**src/rtl/mips_isa_pkg.sv**
```systemverilog
`default_nettype none
// ============================================================================
// Module   : mips_isa_pkg
// Brief    : Opcode/funct encodings, request-op enum and halt word shared by
//            the instruction encoder and the control decoder.
// Revision : 1.0
// ============================================================================
package mips_isa_pkg;

    localparam logic [5:0] OP_RTYPE = 6'b000000;
    localparam logic [5:0] OP_LW    = 6'b100011;
    localparam logic [5:0] OP_SW    = 6'b101011;
    localparam logic [5:0] OP_BEQ   = 6'b000100;
    localparam logic [5:0] OP_ADDI  = 6'b001000;

    localparam logic [5:0] FN_ADD   = 6'b100000;
    localparam logic [5:0] FN_SUB   = 6'b100010;
    localparam logic [5:0] FN_AND   = 6'b100100;
    localparam logic [5:0] FN_OR    = 6'b100101;
    localparam logic [5:0] FN_SLT   = 6'b101010;

    // beq $0,$0,-1 : a self-loop that parks the core
    localparam logic [31:0] HALT_WORD = 32'h1000_FFFF;

    typedef enum logic [3:0] {
        REQ_ADD  = 4'd0,
        REQ_SUB  = 4'd1,
        REQ_AND  = 4'd2,
        REQ_OR   = 4'd3,
        REQ_SLT  = 4'd4,
        REQ_LW   = 4'd5,
        REQ_SW   = 4'd6,
        REQ_BEQ  = 4'd7,
        REQ_ADDI = 4'd8
    } req_op_e;

endpackage
`default_nettype wire

```
**src/rtl/mips_instr_field_pack.sv**
```systemverilog
`default_nettype none
// ============================================================================
// Module   : mips_instr_field_pack
// Brief    : Combinational packing of a symbolic request into a MIPS word.
// Revision : 1.0
// ============================================================================
module mips_instr_field_pack
    import mips_isa_pkg::*;
(
    input  logic [3:0]  i_op,
    input  logic [4:0]  i_rs,
    input  logic [4:0]  i_rt,
    input  logic [4:0]  i_rd,
    input  logic [15:0] i_imm,
    output logic [31:0] o_word,
    output logic        o_illegal
);

    always_comb begin
        o_word    = '0;
        o_illegal = 1'b0;
        case (req_op_e'(i_op))
            REQ_ADD:  o_word = {OP_RTYPE, i_rs, i_rt, i_rd, 5'd0, FN_ADD};
            REQ_SUB:  o_word = {OP_RTYPE, i_rs, i_rt, i_rd, 5'd0, FN_SUB};
            REQ_AND:  o_word = {OP_RTYPE, i_rs, i_rt, i_rd, 5'd0, FN_AND};
            REQ_OR:   o_word = {OP_RTYPE, i_rs, i_rt, i_rd, 5'd0, FN_OR};
            REQ_SLT:  o_word = {OP_RTYPE, i_rs, i_rt, i_rd, 5'd0, FN_SLT};
            REQ_LW:   o_word = {OP_LW,   i_rs, i_rt, i_imm};
            REQ_SW:   o_word = {OP_SW,   i_rs, i_rt, i_imm};
            REQ_BEQ:  o_word = {OP_BEQ,  i_rs, i_rt, i_imm};
            REQ_ADDI: o_word = {OP_ADDI, i_rs, i_rt, i_imm};
            default:  o_illegal = 1'b1;
        endcase
    end

endmodule
`default_nettype wire

```
**src/rtl/mips_instr_encoder.sv**
```systemverilog
`default_nettype none
// ============================================================================
// Module   : mips_instr_encoder
// Brief    : Encodes symbolic requests into MIPS words and streams them into
//            imem. MIPS_INSTR_ENC_HALT_WORD_EN appends a halt word at close.
// Revision : 1.0
// ============================================================================
module mips_instr_encoder
    import mips_isa_pkg::*;
#(
    parameter int ADDR_W    = 10,
    parameter int MAX_WORDS = 1024
) (
    input  logic              clk,
    input  logic              rst_n,
    input  logic              i_start,
    input  logic [ADDR_W-1:0] i_base_addr,
    input  logic              i_finish,
    input  logic              i_req_valid,
    output logic              o_req_ready,
    input  logic [3:0]        i_req_op,
    input  logic [4:0]        i_req_rs,
    input  logic [4:0]        i_req_rt,
    input  logic [4:0]        i_req_rd,
    input  logic [15:0]       i_req_imm,
    output logic              o_imem_we,
    input  logic              i_imem_ready,
    output logic [ADDR_W-1:0] o_imem_addr,
    output logic [31:0]       o_imem_wdata,
    output logic              o_busy,
    output logic              o_done,
    output logic [ADDR_W:0]   o_words_written,
    output logic              o_err_illegal,
    output logic              o_err_overflow
);

    localparam logic [ADDR_W-1:0] c_addr_one  = ADDR_W'(1);
    localparam logic [ADDR_W:0]   c_words_one = (ADDR_W+1)'(1);
    localparam logic [ADDR_W:0]   c_max_words = (ADDR_W+1)'(MAX_WORDS);

    typedef enum logic [2:0] {
        S_IDLE   = 3'd0,
        S_ACCEPT = 3'd1,
        S_WRITE  = 3'd2,
        S_TERM   = 3'd3,
        S_DONE   = 3'd4
    } state_e;

    state_e            r_state, w_state_nxt;
    logic [ADDR_W-1:0] r_addr;
    logic [ADDR_W:0]   r_words;
    logic [31:0]       r_wdata;
    logic              r_err_ill, r_err_ovf, r_fin_pend, r_halting;

    logic [31:0] w_enc_word;
    logic        w_illegal, w_full;
    logic        w_req_ready, w_we, w_busy, w_done;
    logic        w_open, w_accept, w_commit, w_set_ill, w_set_ovf, w_load_halt;

    mips_instr_field_pack u_pack (
        .i_op      (i_req_op),
        .i_rs      (i_req_rs),
        .i_rt      (i_req_rt),
        .i_rd      (i_req_rd),
        .i_imm     (i_req_imm),
        .o_word    (w_enc_word),
        .o_illegal (w_illegal)
    );

    assign w_full = (r_words == c_max_words);

    always_ff @(posedge clk) begin
        if (!rst_n) r_state <= S_IDLE;
        else        r_state <= w_state_nxt;
    end

    always_comb begin
        w_state_nxt = r_state;
        w_req_ready = 1'b0;
        w_we        = 1'b0;
        w_busy      = 1'b1;
        w_done      = 1'b0;
        w_open      = 1'b0;
        w_accept    = 1'b0;
        w_commit    = 1'b0;
        w_set_ill   = 1'b0;
        w_set_ovf   = 1'b0;
        w_load_halt = 1'b0;
        case (r_state)
            S_IDLE: begin
                w_busy = 1'b0;
                if (i_start) begin
                    w_open      = 1'b1;
                    w_state_nxt = S_ACCEPT;
                end
            end
            S_ACCEPT: begin
                // finish takes priority, so ready drops to keep the handshake honest
                w_req_ready = !i_finish;
                if (i_finish) begin
                    w_state_nxt = S_TERM;
                end else if (i_req_valid) begin
                    w_set_ill = w_illegal;
                    w_set_ovf = w_full;
                    if (!w_illegal && !w_full) begin
                        w_accept    = 1'b1;
                        w_state_nxt = S_WRITE;
                    end
                end
            end
            S_WRITE: begin
                w_we = 1'b1;
                if (i_imem_ready) begin
                    w_commit = 1'b1;
                    if (r_halting)                   w_state_nxt = S_DONE;
                    else if (r_fin_pend || i_finish) w_state_nxt = S_TERM;
                    else                             w_state_nxt = S_ACCEPT;
                end
            end
            S_TERM: begin
`ifdef MIPS_INSTR_ENC_HALT_WORD_EN
                if (w_full) begin
                    w_set_ovf   = 1'b1;
                    w_state_nxt = S_DONE;
                end else begin
                    w_load_halt = 1'b1;
                    w_state_nxt = S_WRITE;
                end
`else
                w_state_nxt = S_DONE;
`endif
            end
            S_DONE: begin
                w_done      = 1'b1;
                w_state_nxt = S_IDLE;
            end
            default: w_state_nxt = S_IDLE;
        endcase
    end

    always_ff @(posedge clk) begin
        if (!rst_n) begin
            r_addr     <= '0;
            r_words    <= '0;
            r_wdata    <= '0;
            r_err_ill  <= 1'b0;
            r_err_ovf  <= 1'b0;
            r_fin_pend <= 1'b0;
            r_halting  <= 1'b0;
        end else begin
            if (w_open) begin
                r_addr     <= i_base_addr;
                r_words    <= '0;
                r_err_ill  <= 1'b0;
                r_err_ovf  <= 1'b0;
                r_fin_pend <= 1'b0;
                r_halting  <= 1'b0;
            end
            if (w_set_ill) r_err_ill <= 1'b1;
            if (w_set_ovf) r_err_ovf <= 1'b1;
            if (w_accept)  r_wdata   <= w_enc_word;
            if (w_load_halt) begin
                r_wdata   <= HALT_WORD;
                r_halting <= 1'b1;
            end
            if (r_state == S_WRITE && i_finish) r_fin_pend <= 1'b1;
            if (w_commit) begin
                r_addr     <= r_addr + c_addr_one;
                r_words    <= r_words + c_words_one;
                r_fin_pend <= 1'b0;
                r_halting  <= 1'b0;
            end
        end
    end

    assign o_req_ready     = w_req_ready;
    assign o_imem_we       = w_we;
    assign o_imem_addr     = r_addr;
    assign o_imem_wdata    = r_wdata;
    assign o_busy          = w_busy;
    assign o_done          = w_done;
    assign o_words_written = r_words;
    assign o_err_illegal   = r_err_ill;
    assign o_err_overflow  = r_err_ovf;

endmodule
`default_nettype wire

```
**config.mk**
```make
export PLATFORM = sky130hd
export DESIGN_NAME = mips_instr_encoder
export DESIGN_NICKNAME = d
export VERILOG_FILES = /design/src/rtl/mips_isa_pkg.sv /design/src/rtl/mips_instr_field_pack.sv /design/src/rtl/mips_instr_encoder.sv
export SDC_FILE = /design/constraint.sdc
export NUM_CORES = 1
export LEC_CHECK = 0
export CAP_MARGIN = 20
export CORE_MARGIN = 2
export CORE_UTILIZATION = 43
export DETAILED_ROUTE_END_ITERATION = 8
export DONT_BUFFER_PORTS = 1
export GPL_TIMING_DRIVEN = 0
export PLACE_DENSITY = 0.66
export SETUP_SLACK_MARGIN = 0.1
export SLEW_MARGIN = 10
export SYNTH_ARGS = -nofsm -noshare
export SYNTH_HDL_FRONTEND = slang
export SYNTH_SLANG_ARGS = --single-unit
```
**constraint.sdc**
```tcl
create_clock -name clk -period 2.25 [get_ports clk]
set_input_delay 0.45 -clock clk [delete_from_list [all_inputs] [get_ports clk]]
set_output_delay 0.45 -clock clk [all_outputs]
set_load 0.03 [all_outputs]
```
==> impl_metrics.json, run 1 <==
{
  "setup_viol": 0,
  "end_kind": "flip-flop",
  "grt_pass1_vias": 2566,
  "startpoint_type": "flip-flop",
  "final_max_slew_viol_count": 0,
  "grt-ovfl-total": 0,
  "synth_top_area_cell": "dfxtp_1",
  "first_pass_iters": 4,
  "synth-warning-count": 0,
  "yosys-top-cells-area": "dfxtp_1 39%, a21oi_1 7.4%, o21ai_0 3.6%, nand3_1 3.3%, a211oi_1 2.6%",
  "antenna_left": 0,
  "route.detailed.drc": 0,
  "clk_pin_slew_ps": 100,
  "synthAdderAreaFrac_pct": 1.29,
  "required_ps": 2430,
  "synth_mux_area_share_pct": 1.46,
  "ys_seq_elements": 56,
  "synth_ff_type": "dfxtp_1",
  "port_buffers": 0,
  "wl_um": 7780,
  "critPathMaxFanout": 10,
  "holdCritPathClass": "input pin to flip-flop",
  "wl_per_cell_um": 18.5,
  "clk_latency_ps": 310,
  "n_antenna_cell": 0,
  "synth-xor-area-share_pct": 0.301,
  "cts_buffers": 5,
  "grt_usage_pct": 20.3,
  "synth_fp_nets": 391,
  "netlist_area_sq_um": 2910,
  "relSlewSlack_pct": 52.7,
  "clockBufferDepth": 2,
  "fmax_ghz": 0.488,
  "final_util_pct": 48.3,
  "initial_core_util_pct": 45.0,
  "synthArstFlopShare_pct": 0,
  "cp_data_arrival_time_ps": 2220,
  "final_area_sq_um": 3120,
  "period_minus_slack_ps": 2050,
  "grt_pass1_wl_um": 12100,
  "dp_hpwl_um": 5690,
  "syn_area_per_cell_sq_um": 8.62,
  "p_leak_nw": 1.08,
  "power.total_mw": 2.43,
  "hold_viol": 0,
  "synth_top_family_by_area": "compound AO/OA/AOI/OAI gates",
  "syn2layout_area_growth_pct": 7.28,
  "peakVddDrop_mv": 0.480,
  "rsz0062_at_grt": "false",
  "yosys.area_share.simple_pct": 20.2,
  "yosysSeqAreaShare_pct": 38.6,
  "status": "completed",
  "ctsHtreeMaxLevel": 2,
  "cts_tree": "done",
  "final_cell_mix": "53 x dfxtp_1, 43 x a21oi_1, 21 x o21ai_0, 19 x nand3_1, 19 x nor2_1",
  "dieHeight_um": 86.2,
  "die_w_um": 86.2,
  "fin_skew_ps": 8.67,
  "worst-setup-path-type": "flip-flop to flip-flop",
  "placed_cell_area_sq_um": 3000,
  "synth_edf_count": 0,
  "syn_inst": 337,
  "pin_count": 110,
  "yosysUniqueCellTypes": 65,
  "drtIter0Drc": 71,
  "netlist.area_leader.share_pct": 38.6,
  "coreArea_sq_um": 6460,
  "layout-drive-gt1-share_pct": 14.2,
  "drv_cap": 0,
  "antenna_found_initial": 0,
  "grt_max_degree": 16,
  "numClockSinks": 56,
  "vias": 2648,
  "tightest_slew_ps": 707,
  "rows": 29,
  "cts-root-buf": "clkbuf_8",
  "power.density_nw_per_um2": 781,
  "fin_tns_setup_ps": 0,
  "fin_crit_sh_pct": 91.0,
  "globalplace.congestion": 0.838,
  "synth_compound_area_share_pct": 30.3,
  "drt-vias-per-instance": 6.29,
  "dieArea_sq_um": 7430,
  "final_common_cell": "dfxtp_1",
  "layout.nets": 398
}
layout make-up:
type | instances | area (sq um)
clock inverters | 1 | 5.00
fillers | 663 | 3340
clock buffers | 6 | 72.6
plain buffers | 31 | 203
multi-input cells | 241 | 1580
flip-flops and latches | 56 | 1120
inverters | 9 | 33.8
well taps | 77 | 96.3
Yosys cell counts, types with 5 or more instances:
cell type / instances
buf_6: 6
buf_2: 8
nand4_1: 11
dfxtp_1: 56
inv_1: 8
a311oi_1: 5
a211oi_1: 10
a22oi_1: 10
o21ai_0: 21
nand2_1: 13
o21ai_1: 11
nor2_1: 19
clkbuf_1: 11
nand3_1: 19
nor3_1: 5
a21oi_1: 43
flip-flops by register name, indices dropped and copies added, names as in the netlist:
| register | flops |
|---|---|
| o_err_overflow | 1 |
| o_imem_wdata | 29 |
| r_fin_pend | 1 |
| o_err_illegal | 1 |
| r_state | 3 |
| o_imem_addr | 10 |
| o_words_written | 11 |
cells by family after synthesis:
family | count (synthesis)
buf+inv | 40
fa+ha+maj | 3
flops | 56
compound gates | 132
simple gates | 100
mux | 4
other cells | 1
xor+xnor | 1
worst max-delay path: stages, from the launching register on:
cell and delay (ps):
dfxtp_2 410, inv_1 80, ha_1 140, or4b_4 500, o31a_1 310, buf_6 150
buf_6 150, a21oi_4 110, a211oi_2 50
worst paths after layout:
path / startpoint / endpoint / slack [ps] / depth (start not counted)
max: o_words_written[0] / o_imem_wdata[15] / 200 / 8
min: i_req_rs[2] / o_imem_wdata[23] / 280 / 2
max reg2reg: o_words_written[0] / o_imem_wdata[15] / 200 / 8
min reg2reg: r_fin_pend / r_fin_pend / 570 / 2
what timing repair did:
action,4_1_cts,5_1_grt
hold buffers,0,0
pin swaps,1,0
resized for setup,3,9
setup endpoints to repair,14,32
setup buffers,0,0
power breakdown:
| group | leakage, nW | internal, mW | switching, mW |
|---|---|---|---|
| clock network | 0.0410 | 0.213 | 0.311 |
| logic | 0.579 | 0.225 | 0.391 |
| registers | 0.456 | 1.07 | 0.220 |
per-layer routing:
layer	up-vias	part of all wire [%]	track usage, %
li1	1284	-	-
met1	1241	41	23.9
met2	114	48	34.2
met3	9	9.8	7.33
met4	0	1.1	6.82
met5	-	0	0
stage by stage:
step	cells	hold WS (ps)	setup WS, ps
5_1_grt	421	278	101
3_3_place_gp	414	543	89.9
4_1_cts	421	271	115
6_report	421	283	202
2_1_floorplan	337	514	242
3_5_place_dp	414	550	55.6
No activity file was read; power rests on OpenSTA's default activity.
==> run 2: changes to the inputs <==
CORE_MARGIN = 4   (was 2)
GPL_ROUTABILITY_DRIVEN = 0   (was unset)
==> run 2 against run 1 <==
- sequential share of layout area fell by 0.10 points
- non-clock buffer count did not move
- setup slack got worse by 6.5 ps
- sequential power barely moved
- combinational power barely moved
- hold slack got worse by 11 ps
- critical endpoint is now o_imem_wdata[23]
==> impl_metrics.json, run 2 (same netlist as run 1, synthesis figures left out) <==
{
  "status": "completed",
  "hold_viol": 0,
  "startpoint_type": "flip-flop",
  "pre_cts_slack_ps": 91.3,
  "path_cells": "buf_2, nor4b_4, and2_1, clkbuf_4, buf_4, nand3_1, a21oi_1",
  "vias": 2647,
  "cts-root-buf": "clkbuf_8",
  "layout.nets": 398,
  "initial_core_util_pct": 45.0,
  "port_buffers": 0,
  "grt-ovfl-total": 0,
  "clk_pin_slew_ps": 110,
  "grt_pass1_wl_um": 13000,
  "n_antenna_cell": 0,
  "post-cts-setup-buffers": 0,
  "antenna_left": 0,
  "placed_cell_area_sq_um": 3000,
  "clk_latency_ps": 310,
  "relSlewSlack_pct": 54.0,
  "worst-setup-path-type": "flip-flop to flip-flop",
  "cp_top_family": "simple AND/OR/NAND/NOR gates",
  "cp_data_arrival_time_ps": 2300,
  "route.detailed.drc": 0,
  "tightest_slew_ps": 687,
  "ctsHtreeMaxLevel": 2,
  "p_leak_nw": 1.08,
  "dieHeight_um": 90.2,
  "final_max_slew_viol_count": 0,
  "wl_um": 7930,
  "first_pass_iters": 5,
  "fin_skew_ps": 8.23,
  "period_minus_slack_ps": 2050,
  "rows": 29,
  "min_path_cells": 2,
  "required_ps": 2500,
  "final_common_cell": "dfxtp_1",
  "peakVddDrop_mv": 0.529,
  "fin_crit_sh_pct": 91.3,
  "end_kind": "flip-flop",
  "largest_reg_flops": 29,
  "die_w_um": 90.2,
  "final_cell_mix": "52 x dfxtp_1, 43 x a21oi_1, 21 x o21ai_0, 19 x nand3_1, 19 x nor2_1",
  "crit_buf_inv": 3,
  "fin_tns_setup_ps": 0,
  "dieArea_sq_um": 8140,
  "final_area_sq_um": 3130,
  "cts_buffers": 5,
  "drt-vias-per-instance": 6.27,
  "grt_usage_pct": 19.3,
  "cts_tree": "done",
  "rsz0062_at_grt": "true",
  "layout-drive-gt1-share_pct": 15.1,
  "crit_path_max_incr_delay_ps": 610,
  "setup_viol": 0,
  "drv_cap": 0,
  "drtIter0Drc": 107,
  "holdCritPathClass": "input pin to flip-flop",
  "clockBufferDepth": 2,
  "power.density_nw_per_um2": 797,
  "grt_max_degree": 19,
  "reg2reg_slack_ps": 200,
  "pin_count": 110,
  "cp_slowest_cell": "nor4b_4",
  "wl_per_cell_um": 18.8,
  "syn2layout_area_growth_pct": 7.71,
  "crit_cells": 7,
  "numClockSinks": 56,
  "coreArea_sq_um": 6460,
  "fmax_ghz": 0.487,
  "fin_worst_hold_slack_ps": 272,
  "dp_hpwl_um": 5900,
  "antenna_found_initial": 0,
  "setup_slack_ps": 195,
  "worstRegToRegCells": 7,
  "final_util_pct": 48.5,
  "grt_pass1_vias": 2455,
  "critPathMaxFanout": 10
}
-- run 2: final cells by class --
type / count / area, sq um
fillers: 662 / 3330
clock inverters: 3 / 22.5
plain buffers: 31 / 199
flip-flops and latches: 56 / 1130
multi-input cells: 241 / 1580
well taps: 77 / 96.3
clock buffers: 5 / 68.8
inverters: 9 / 33.8
-- run 2: worst register-to-register path, delay by kind of cell (launching register included) --
kind,cells,cell delay [ps]
flip-flops,1,320
AND/OR/NAND/NOR,3,940
AO/OA/AOI/OAI,1,120
buffers and inverters,3,610
-- run 2: through the flow --
step                total power [mW]  instances
floorplan                       1.77        337
global placement                1.90        414
detailed placement              1.91        414
CTS                             2.49        422
global route                    2.63        422
finish                          2.49        422
-- run 2: worst paths after layout --
check                   start                to
hold / removal    i_req_rt[4]  o_imem_wdata[20]
setup / recovery   r_state[2]  o_imem_wdata[23]
hold reg to reg    r_fin_pend        r_fin_pend
setup reg to reg   r_state[2]  o_imem_wdata[23]
-- run 2: report_power, final --
part           internal, mW  switching [mW]
logic                 0.222           0.397
clock network         0.225           0.354
registers              1.07           0.223
total                  1.52           0.974
-- run 2: layer usage --
metal	routed length (um)	GRT usage, %	up-vias
li1	-	-	1285
met1	3310	23.2	1267
met2	3920	33.9	90
met3	644	5.76	5
met4	53	4.21	0
met5	0	0	-
-- run 2: timing repair --
item / 4_1_cts / 5_1_grt
gates resized for setup: 3 / 10
endpoints found under the setup margin: 14 / 35
pin swaps: 1 / 1
hold buffers: 0 / 0
==> run 3: changes to the inputs <==
CORE_UTILIZATION = 50   (was 43)
PLACE_DENSITY = 0.73   (was 0.66)
==> run 3 against run 2 <==
- setup slack worse by 23 ps
- combinational power up 2%
- final cell count down 0.95%
- critical endpoint is now o_imem_wdata[29]
- clock power grew 14%
- sequential power about the same
- utilization grew 8.6 points
- critical path type unchanged
- die area is 13% lower
- global-route usage increased by 1.9 points
- sequential share of layout area down 0.58 points
==> impl_metrics.json, run 3 (same netlist as run 1, synthesis figures left out) <==
{
  "dieHeight_um": 84.2,
  "crit_cells": 5,
  "cp_top_family": "simple AND/OR/NAND/NOR gates",
  "antenna_left": 0,
  "status": "completed",
  "wl_um": 7780,
  "end_kind": "flip-flop",
  "crit_path_max_incr_delay_ps": 690,
  "final_area_sq_um": 3180,
  "period_minus_slack_ps": 2080,
  "dieArea_sq_um": 7090,
  "worst-setup-path-type": "flip-flop to flip-flop",
  "worstRegToRegCells": 5,
  "startpoint_type": "flip-flop",
  "layoutNonFillerInstCount": 418,
  "crit_buf_inv": 1,
  "setup_slack_ps": 172,
  "grt_usage_pct": 21.2,
  "relSlewSlack_pct": 50.1,
  "ctsHtreeMaxLevel": 2,
  "antenna_found_initial": 0,
  "die_w_um": 84.2,
  "coreArea_sq_um": 5570,
  "wl_met1_um": 3310,
  "grt-ovfl-total": 0,
  "initial_core_util_pct": 52.1,
  "power.total_mw": 2.59,
  "drt-vias-per-instance": 6.39,
  "first_pass_iters": 4,
  "wl_per_cell_um": 18.6,
  "pin_count": 110,
  "cts-root-buf": "clkbuf_8",
  "min_path_cells": 2,
  "nFillCells": 538,
  "setup_viol": 0,
  "path_cells": "buf_6, nor4b_4, nand2_2, or4_4, a21oi_2",
  "grt_max_degree": 17,
  "fmax_ghz": 0.481,
  "rows": 27,
  "hold_viol": 0,
  "n_antenna_cell": 0,
  "cts_buffers": 5,
  "final_cell_mix": "52 x dfxtp_1, 42 x a21oi_1, 21 x o21ai_0, 19 x nand3_1, 19 x nor2_1",
  "dp_hpwl_um": 5800,
  "placed_cell_area_sq_um": 3000,
  "layout.nets": 399,
  "syn2layout_area_growth_pct": 9.47,
  "tightest_slew_ps": 746,
  "fin_tns_setup_ps": 0,
  "largest_reg_flops": 29,
  "power.density_nw_per_um2": 813,
  "met3_length_um": 800,
  "fin_crit_sh_pct": 92.4,
  "reg2reg_slack_ps": 170,
  "pre_cts_slack_ps": 33.6,
  "vias": 2671,
  "final_max_slew_viol_count": 0,
  "p_leak_nw": 1.11,
  "critPathMaxFanout": 5,
  "fin_skew_ps": 5.30,
  "route.met2.wl_um": 3610,
  "grt_pass1_vias": 2451,
  "port_buffers": 0,
  "drv_cap": 0,
  "holdCritPathClass": "input pin to flip-flop",
  "drtIter0Drc": 134,
  "required_ps": 2500,
  "clk_latency_ps": 310,
  "final_common_cell": "dfxtp_1",
  "route.detailed.drc": 0,
  "hold_buffers": 0,
  "cp_slowest_cell": "nor4b_4",
  "cp_data_arrival_time_ps": 2320,
  "peakVddDrop_mv": 0.410,
  "clk_pin_slew_ps": 100,
  "dp_cells": 409,
  "clockBufferDepth": 2,
  "top_layer": "met4",
  "numClockSinks": 56,
  "grt_pass1_wl_um": 12500,
  "rsz0062_at_grt": "true",
  "layout-drive-gt1-share_pct": 16.5,
  "cts_tree": "done"
}
-- run 3: cell types whose count changed in the layout (fill, tap and decap cells not counted) --
cell / change
buf_8: +2
a21oi_1: -1
a21oi_2: +1
and2_1: -1
and2_4: +1
buf_6: +1
bufinv_16: +1
clkbuf_1: -1
clkbuf_2: +1
clkbuf_4: -1
clkinv_4: -1
inv_6: -1
or4_1: -1
or4_4: +1
-- run 3: per-stage QoR --
step	util [%]	hold WS (ps)
after CTS	55.8	274
after global placement	53.7	533
after floorplan	-	514
after global routing	57.1	271
after detailed placement	53.7	539
final	57.1	278
-- run 3: final timing paths --
path,start,to
setup / recovery,r_state[2],o_imem_wdata[29]
hold / removal,i_req_rs[3],o_imem_wdata[24]
setup reg to reg,r_state[2],o_imem_wdata[29]
hold reg to reg,r_fin_pend,r_fin_pend
-- run 3: report_power, final --
part | switching [mW] | leakage [nW] | internal, mW
clock | 0.329 | 0.0552 | 0.331
combinational | 0.395 | 0.598 | 0.235
sequential | 0.221 | 0.456 | 1.07
total | 0.946 | 1.11 | 1.64
-- run 3: worst register-to-register path: cells and delay by family, from the launching register on --
kind | cells | cell delay (ps)
flops | 1 | 330
compound gates | 1 | 110
buf+inv | 1 | 110
simple gates | 3 | 1460
-- run 3: layer usage --
metal | up-vias | track usage [%]
li1 | 1292 | -
met1 | 1273 | 27.2
met2 | 100 | 34.0
met3 | 6 | 7.95
met4 | 0 | 4.68
met5 | - | 0
-- run 3: layout make-up --
cell class	instances	area, sq um	share of cell area (%)
timing repair buffer	1	7.51	0.236
sequential	56	1130	35.4
clock inverter	2	35.0	1.10
tap	72	90.1	2.83
multi-input combinational	241	1590	50.1
clock buffer	6	72.6	2.28
buffer	31	223	7.00
inverter	9	33.8	1.06
-- run 3: what timing repair did --
item / 4_1_cts / 5_1_grt
setup endpoints to repair: 22 / 36
setup buffers: 0 / 1
cloned: 0 / 0
gates resized for setup: 4 / 23
pin swaps: 1 / 5
